**src/rtl/plate_ctrl.sv**
```systemverilog
// Paddle controller: keeps the plate as a run of set bits in a row bitmap,
// moves it on game ticks with hold-to-accelerate, and applies buffered resizes.
module plate_ctrl #(
  parameter int FIELD_W      = 16,
  parameter int PLATE_W_INIT = 4,
  parameter int PLATE_W_MIN  = 2,
  parameter int PLATE_W_MAX  = 8,
  parameter int ACCEL_TICKS  = 4,
  parameter int MAX_STEP     = 3,
  localparam int POS_W       = $clog2(FIELD_W)
) (
  input  logic               clock,
  input  logic               reset,
  input  logic               tick,
  input  logic [3:0]         control,
  input  logic               grow,
  input  logic               shrink,
  output logic [FIELD_W-1:0] data_out,
  output logic [POS_W-1:0]   plate_pos,
  output logic [POS_W:0]     plate_width,
  output logic               at_low_edge,
  output logic               at_high_edge,
  output logic               boost
);

  localparam int CNT_W = $clog2(ACCEL_TICKS + 1);
  localparam logic [POS_W:0]   FW_L    = (POS_W+1)'(FIELD_W);
  localparam logic [POS_W:0]   MIN_L   = (POS_W+1)'(PLATE_W_MIN);
  localparam logic [POS_W:0]   MAX_L   = (POS_W+1)'(PLATE_W_MAX);
  localparam logic [POS_W:0]   INIT_L  = (POS_W+1)'(PLATE_W_INIT);
  localparam logic [POS_W:0]   STEP_L  = (POS_W+1)'(MAX_STEP);
  localparam logic [POS_W-1:0] RPOS_L  = POS_W'((FIELD_W - PLATE_W_INIT) / 2);
  localparam logic [CNT_W-1:0] ACC_L   = CNT_W'(ACCEL_TICKS);
  localparam logic [FIELD_W:0] RONES_L = ({{FIELD_W{1'b0}}, 1'b1} << PLATE_W_INIT) - (FIELD_W+1)'(1);
  localparam logic [FIELD_W-1:0] RMAP_L = RONES_L[FIELD_W-1:0] << RPOS_L;

  typedef enum logic [1:0] {DIR_NONE, DIR_LOW, DIR_HIGH} dir_e;

  logic [POS_W-1:0]   pos_q, pos_d;
  logic [POS_W:0]     width_q, width_d;
  logic [CNT_W-1:0]   hold_cnt_q, hold_cnt_d;
  dir_e               last_dir_q, last_dir_d;
  logic               pend_grow_q, pend_grow_d, pend_shrink_q, pend_shrink_d;
  logic [FIELD_W-1:0] data_out_q, data_out_d;
  logic               low_q, low_d, high_q, high_d, boost_q, boost_d;

  dir_e               dir;
  logic [POS_W:0]     base, step, pos_ext, lim;
  logic               want_grow, want_shrink;
  logic [FIELD_W:0]   ones;

  always_comb begin
    pos_d         = pos_q;
    width_d       = width_q;
    hold_cnt_d    = hold_cnt_q;
    last_dir_d    = last_dir_q;
    pend_grow_d   = pend_grow_q | grow;
    pend_shrink_d = pend_shrink_q | shrink;
    want_grow     = pend_grow_q | grow;
    want_shrink   = pend_shrink_q | shrink;
    pos_ext       = {1'b0, pos_q};
    lim           = FW_L - width_q;
    dir           = DIR_NONE;
    base          = '0;
    case (control)
      4'b0001: begin dir = DIR_LOW;  base = (POS_W+1)'(1); end
      4'b0011: begin dir = DIR_LOW;  base = (POS_W+1)'(2); end
      4'b0100: begin dir = DIR_HIGH; base = (POS_W+1)'(1); end
      4'b0110: begin dir = DIR_HIGH; base = (POS_W+1)'(2); end
      default: begin dir = DIR_NONE; base = '0; end
    endcase
    step = base + {{POS_W{1'b0}}, boost_q};
    if (step > STEP_L) step = STEP_L;

    if (tick) begin
      pend_grow_d   = 1'b0;
      pend_shrink_d = 1'b0;
      if (want_grow ^ want_shrink) begin
        // resize tick: no movement, acceleration restarts
        hold_cnt_d = '0;
        last_dir_d = DIR_NONE;
        if (want_grow && width_q != MAX_L) begin
          width_d = width_q + (POS_W+1)'(1);
          if (pos_ext + width_q >= FW_L) pos_d = pos_q - POS_W'(1);
        end else if (want_shrink && width_q != MIN_L) begin
          width_d = width_q - (POS_W+1)'(1);
        end
      end else begin
        case (dir)
          DIR_LOW:  pos_d = (pos_ext < step) ? '0 : POS_W'(pos_ext - step);
          DIR_HIGH: pos_d = (pos_ext + step > lim) ? POS_W'(lim) : POS_W'(pos_ext + step);
          default:  pos_d = pos_q;
        endcase
        if (dir != DIR_NONE && dir == last_dir_q)
          hold_cnt_d = (hold_cnt_q == ACC_L) ? hold_cnt_q : hold_cnt_q + CNT_W'(1);
        else
          hold_cnt_d = (dir != DIR_NONE) ? CNT_W'(1) : '0;
        last_dir_d = dir;
      end
    end

    ones       = ({{FIELD_W{1'b0}}, 1'b1} << width_d) - (FIELD_W+1)'(1);
    data_out_d = ones[FIELD_W-1:0] << pos_d;
    low_d      = (pos_d == '0);
    high_d     = ({1'b0, pos_d} + width_d == FW_L);
    boost_d    = (hold_cnt_d == ACC_L);
  end

  always_ff @(posedge clock) begin
    if (!reset) begin
      pos_q         <= RPOS_L;
      width_q       <= INIT_L;
      hold_cnt_q    <= '0;
      last_dir_q    <= DIR_NONE;
      pend_grow_q   <= 1'b0;
      pend_shrink_q <= 1'b0;
      data_out_q    <= RMAP_L;
      low_q         <= (RPOS_L == '0);
      high_q        <= ({1'b0, RPOS_L} + INIT_L == FW_L);
      boost_q       <= 1'b0;
    end else begin
      pos_q         <= pos_d;
      width_q       <= width_d;
      hold_cnt_q    <= hold_cnt_d;
      last_dir_q    <= last_dir_d;
      pend_grow_q   <= pend_grow_d;
      pend_shrink_q <= pend_shrink_d;
      data_out_q    <= data_out_d;
      low_q         <= low_d;
      high_q        <= high_d;
      boost_q       <= boost_d;
    end
  end

  assign data_out     = data_out_q;
  assign plate_pos    = pos_q;
  assign plate_width  = width_q;
  assign at_low_edge  = low_q;
  assign at_high_edge = high_q;
  assign boost        = boost_q;

endmodule
```
**config.mk**
```make
export PLATFORM = sky130hd
export DESIGN_NAME = plate_ctrl
export DESIGN_NICKNAME = d
export VERILOG_FILES = /design/src/rtl/plate_ctrl.sv
export SDC_FILE = /design/constraint.sdc
export NUM_CORES = 1
export LEC_CHECK = 0
export ABC_AREA = 0
export CELL_PAD_IN_SITES_DETAIL_PLACEMENT = 0
export CELL_PAD_IN_SITES_GLOBAL_PLACEMENT = 1
export CORE_MARGIN = 8
export CORE_UTILIZATION = 45
export DETAILED_ROUTE_END_ITERATION = 8
export GPL_TIMING_DRIVEN = 0
export PLACE_DENSITY = 0.88
export SLEW_MARGIN = 20
export SYNTH_ARGS = -nofsm -noshare
export SYNTH_HDL_FRONTEND = slang
export SYNTH_SLANG_ARGS = --single-unit
```
**constraint.sdc**
```tcl
create_clock -name clock -period 14.3 [get_ports clock]
set_input_delay 3.575 -clock clock [delete_from_list [all_inputs] [get_ports clock]]
set_output_delay 3.575 -clock clock [all_outputs]
set_load 0.01 [all_outputs]
```
==> results.json <==
{
  "die_w_um": 103,
  "synth_seq_area_share": 0.208,
  "area_growth_from_synthesis_to_final_layout_pct": 16.5,
  "critical_path_required_ps": 14550,
  "grt_max_degree": 14,
  "die_height_um": 103,
  "buffer_ports.inserted": 34,
  "finalCriticalPeriod_ps": 9280,
  "power_switching_uw": 171,
  "clk-insertion-delay-late_ps": 300,
  "place_inst": 576,
  "clock_tree_from_tritoncts": "yes",
  "timing_hold_violations_final": 0,
  "hold_path.class": "flop to flop",
  "worst_hold_startpoint": "last_dir_q[0]$_SDFFE_PN0P_",
  "grt.overflow.total": 0,
  "min_delay_worst_endpoint": "last_dir_q[0]$_SDFFE_PN0P_",
  "routed_wire_length_per_instance_um": 16.2,
  "fin_setup_tns_ps": 0,
  "hpwlAfterDp_um": 7360,
  "grt_setup_unrepaired": "false",
  "peak_supply_drop_mv": 0.0543,
  "most_area_hungry_cell_type_in_the_yosys_netlist": "sky130_fd_sc_hd__dfxtp_1",
  "power_frac_seq": 0.286,
  "slew_headroom": 0.431,
  "post_cts.resized_instances": 0,
  "switching_share": 0.423,
  "layout-drive-gt1-share": 0.0804,
  "worst-path-stages": 27,
  "fillCellCount": 731,
  "total_power_uw": 405,
  "pwr-share-clk": 0.189,
  "slew_worst_pin_ps": 848,
  "power_density_nw_per_um2": 103,
  "cap_violations": 0,
  "synth-simple-area-share": 0.242,
  "clkSinkCount": 35,
  "muxShareOfSynthArea": 0.0393,
  "status": "completed",
  "vias_cell": 5.85,
  "dr.pass1.iters": 5,
  "top_cell_family_by_delay_on_the_critical_path": "compound AO/OA/AOI/OAI gates",
  "avgSynthCellArea_um2": 7.61,
  "post_cts_buffers": 0,
  "initial_core_util": 0.465,
  "via_count_of_the_first_global_routing_pass": 3288,
  "cp_slowest_cell": "sky130_fd_sc_hd__a221oi_1",
  "worst_setup_hold_path_clk_slew_ps": 90,
  "finalWeightedCongestion": 0.977,
  "finalSetupViolCount": 0,
  "io-pin-count": 37,
  "root_buffer": "sky130_fd_sc_hd__clkbuf_8",
  "detail_route.iter0.violations": 202,
  "worst-setup-path-type": "input port to flop",
  "global_route.usage.total": 0.188,
  "worstReg2RegEnd": "at_high_edge$_SDFF_PN0_",
  "clock_path_buffers": 2,
  "n_antenna_cell": 0,
  "critPathMaxStageDelay_ps": 450,
  "share_of_the_synthesized_netlist_area_taken_by_xor_and_xnor_gates": 0.0416,
  "worst_r2r_startpoint": "boost$_SDFF_PN0_",
  "grt_antenna_before_repair": 0,
  "finish.utilization": 0.542,
  "rr_worst_depth": 21,
  "intPower_uw": 234,
  "path_max_fanout": 10,
  "syn-num-nets": 485,
  "drc_violations_left": 0,
  "std_cell_rows": 31,
  "fmax_ghz": 0.108,
  "synth-main-ff-cell": "sky130_fd_sc_hd__dfxtp_1",
  "core_area_um2": 7250,
  "timing.critical_path.buf_inv": 7,
  "total_leakage_power_nw": 1.62,
  "yosys_warnings": 0,
  "hold-path-cell-count": 2,
  "maxSlewViolCount": 0,
  "synthesized_area_fraction_occupied_by_ao_oa_aoi_and_oai_cells": 0.264,
  "synth_top_cell_area_share": 0.208,
  "critical_path.startpoint_type": "input port",
  "async_reset_ff_frac": 0,
  "crit_path_most_repeated_cell": "sky130_fd_sc_hd__ha_1",
  "synth-edff-count": 0,
  "end_kind": "flop",
  "vias": 3418,
  "main_combinational_cell_family_by_area_after_synthesis": "compound AO/OA/AOI/OAI gates",
  "synthAdderAreaFrac": 0.129,
  "reg2reg_slack_ps": 9050,
  "crit_arrival_ps": 9530,
  "ys_types": 77,
  "clock-skew-final_ps": 14.9,
  "ant_nets": 0,
  "hold_ws_ps": 474,
  "syn-instance-count": 443,
  "ys_top_cells_by_area": "sky130_fd_sc_hd__dfxtp_1 21%, sky130_fd_sc_hd__ha_1 11%, sky130_fd_sc_hd__nand2_1 5.3%, sky130_fd_sc_hd__nor2_1 4.7%, sky130_fd_sc_hd__mux2i_1 3.3%",
  "synth_area_um2": 3370,
  "ys_ff_latch": 35,
  "grt_first_pass_wirelength_um": 15900,
  "die_area_um2": 10500,
  "cts_buffers": 5,
  "drt_wl_total_um": 9470,
  "power.combinational.fraction": 0.525,
  "fin_crit_sh": 0.649,
  "layoutNonFillerInstCount": 584,
  "cts_hold_buf": 0,
  "fin_nets": 526,
  "htreeDepth": 2
}
-- state kept, by name, indices dropped and copies added (netlist names) --
signal,flops
data_out,16
plate_width,5
plate_pos,4
hold_cnt_q,3
last_dir_q,2
at_high_edge,1
at_low_edge,1
boost,1
pend_grow_q,1
pend_shrink_q,1
-- area by class of cell --
type,instances,area [µm²],share of cell area
clock buffers,5,68.8,0.0175
plain buffers,28,135,0.0344
inverters,30,115,0.0293
multi-input cells,350,2420,0.616
clock inverters,3,23.8,0.00605
well taps,99,124,0.0315
flip-flops and latches,35,701,0.178
repair buffers,34,340,0.0866
-- worst max path at each step --
stage                from                 endpoint  slack, ps
2_1_floorplan  control[3]  at_high_edge$_SDFF_PN0_       5890
3_3_place_gp   control[3]  at_high_edge$_SDFF_PN0_       4850
3_5_place_dp   control[2]  at_high_edge$_SDFF_PN0_       4710
4_1_cts        control[3]  at_high_edge$_SDFF_PN0_       5010
5_1_grt        control[3]  at_high_edge$_SDFF_PN0_       4420
6_report       control[3]  at_high_edge$_SDFF_PN0_       5020
-- through the flow --
step	worst slack (ps)	cell area (µm²)
detailed placement	4710	3840
global placement	4850	3840
global route	4420	3930
floorplan	5890	3370
finish	5020	3930
CTS	5010	3930
-- cell families (layout without fill, tap and decap cells) --
family | count (synthesis) | after routing
muxes | 13 | 13
AOI/OAI and AO/OA | 125 | 125
buffers and inverters | 58 | 100
and+or+nand+nor | 161 | 161
xor gates and xnor gates | 16 | 16
adders and majority gates | 33 | 33
DFF | 35 | 35
other | 2 | 2
-- power by group through the flow --
stage	logic [mW]	registers (mW)	clock network, mW
after detailed placement	0.210	0.118	0
after global placement	0.208	0.117	0
final	0.212	0.116	0.0766
after floorplan	0.142	0.122	0
after CTS	0.211	0.116	0.0790
after global routing	0.237	0.117	0.0830
-- cells in the final DEF (no fill, tap or decap), types with 6 or more instances in the layout --
cell type and n:
sky130_fd_sc_hd__inv_1 24, sky130_fd_sc_hd__nand2_1 48, sky130_fd_sc_hd__buf_2 9, sky130_fd_sc_hd__o22ai_1 7
sky130_fd_sc_hd__clkbuf_1 16, sky130_fd_sc_hd__a211oi_1 6, sky130_fd_sc_hd__o21ai_1 9, sky130_fd_sc_hd__xnor2_1 12
sky130_fd_sc_hd__nand3_1 16, sky130_fd_sc_hd__a31oi_1 8, sky130_fd_sc_hd__ha_1 30, sky130_fd_sc_hd__nor2_1 42
sky130_fd_sc_hd__o21ai_0 15, sky130_fd_sc_hd__dfxtp_1 35, sky130_fd_sc_hd__o221ai_1 9, sky130_fd_sc_hd__and2_1 7
sky130_fd_sc_hd__clkdlybuf4s50_1 34, sky130_fd_sc_hd__a21oi_1 20, sky130_fd_sc_hd__mux2i_1 11
-- worst min-delay path, stage by stage, from the launching register on --
cell and delay (ps):
sky130_fd_sc_hd__dfxtp_1 320, sky130_fd_sc_hd__nand2_1 60, sky130_fd_sc_hd__a21oi_1 50
-- cells in the mapped netlist (all sizes together), types with 4 or more instances --
cell type / instances
o21a: 5
nor3: 5
mux2i: 11
a31oi: 8
nor2: 45
ha: 30
nand2: 49
a21oi: 20
dfxtp: 35
clkbuf: 16
xnor2: 12
nand3: 16
o22ai: 8
xor2: 4
and2: 7
nand4: 5
o21ai: 24
or3: 5
inv: 28
a211o: 4
o221ai: 9
a211oi: 7
nor4: 6
buf: 12
-- layer usage --
metal,vias to the layer above,global-route usage,wire [µm]
li1,1704,-,-
met5,-,0,0
met3,11,0.0263,515
met2,97,0.318,4610
met1,1606,0.241,4220
met4,0,0.0576,128
(Power assumes the default switching activity.)
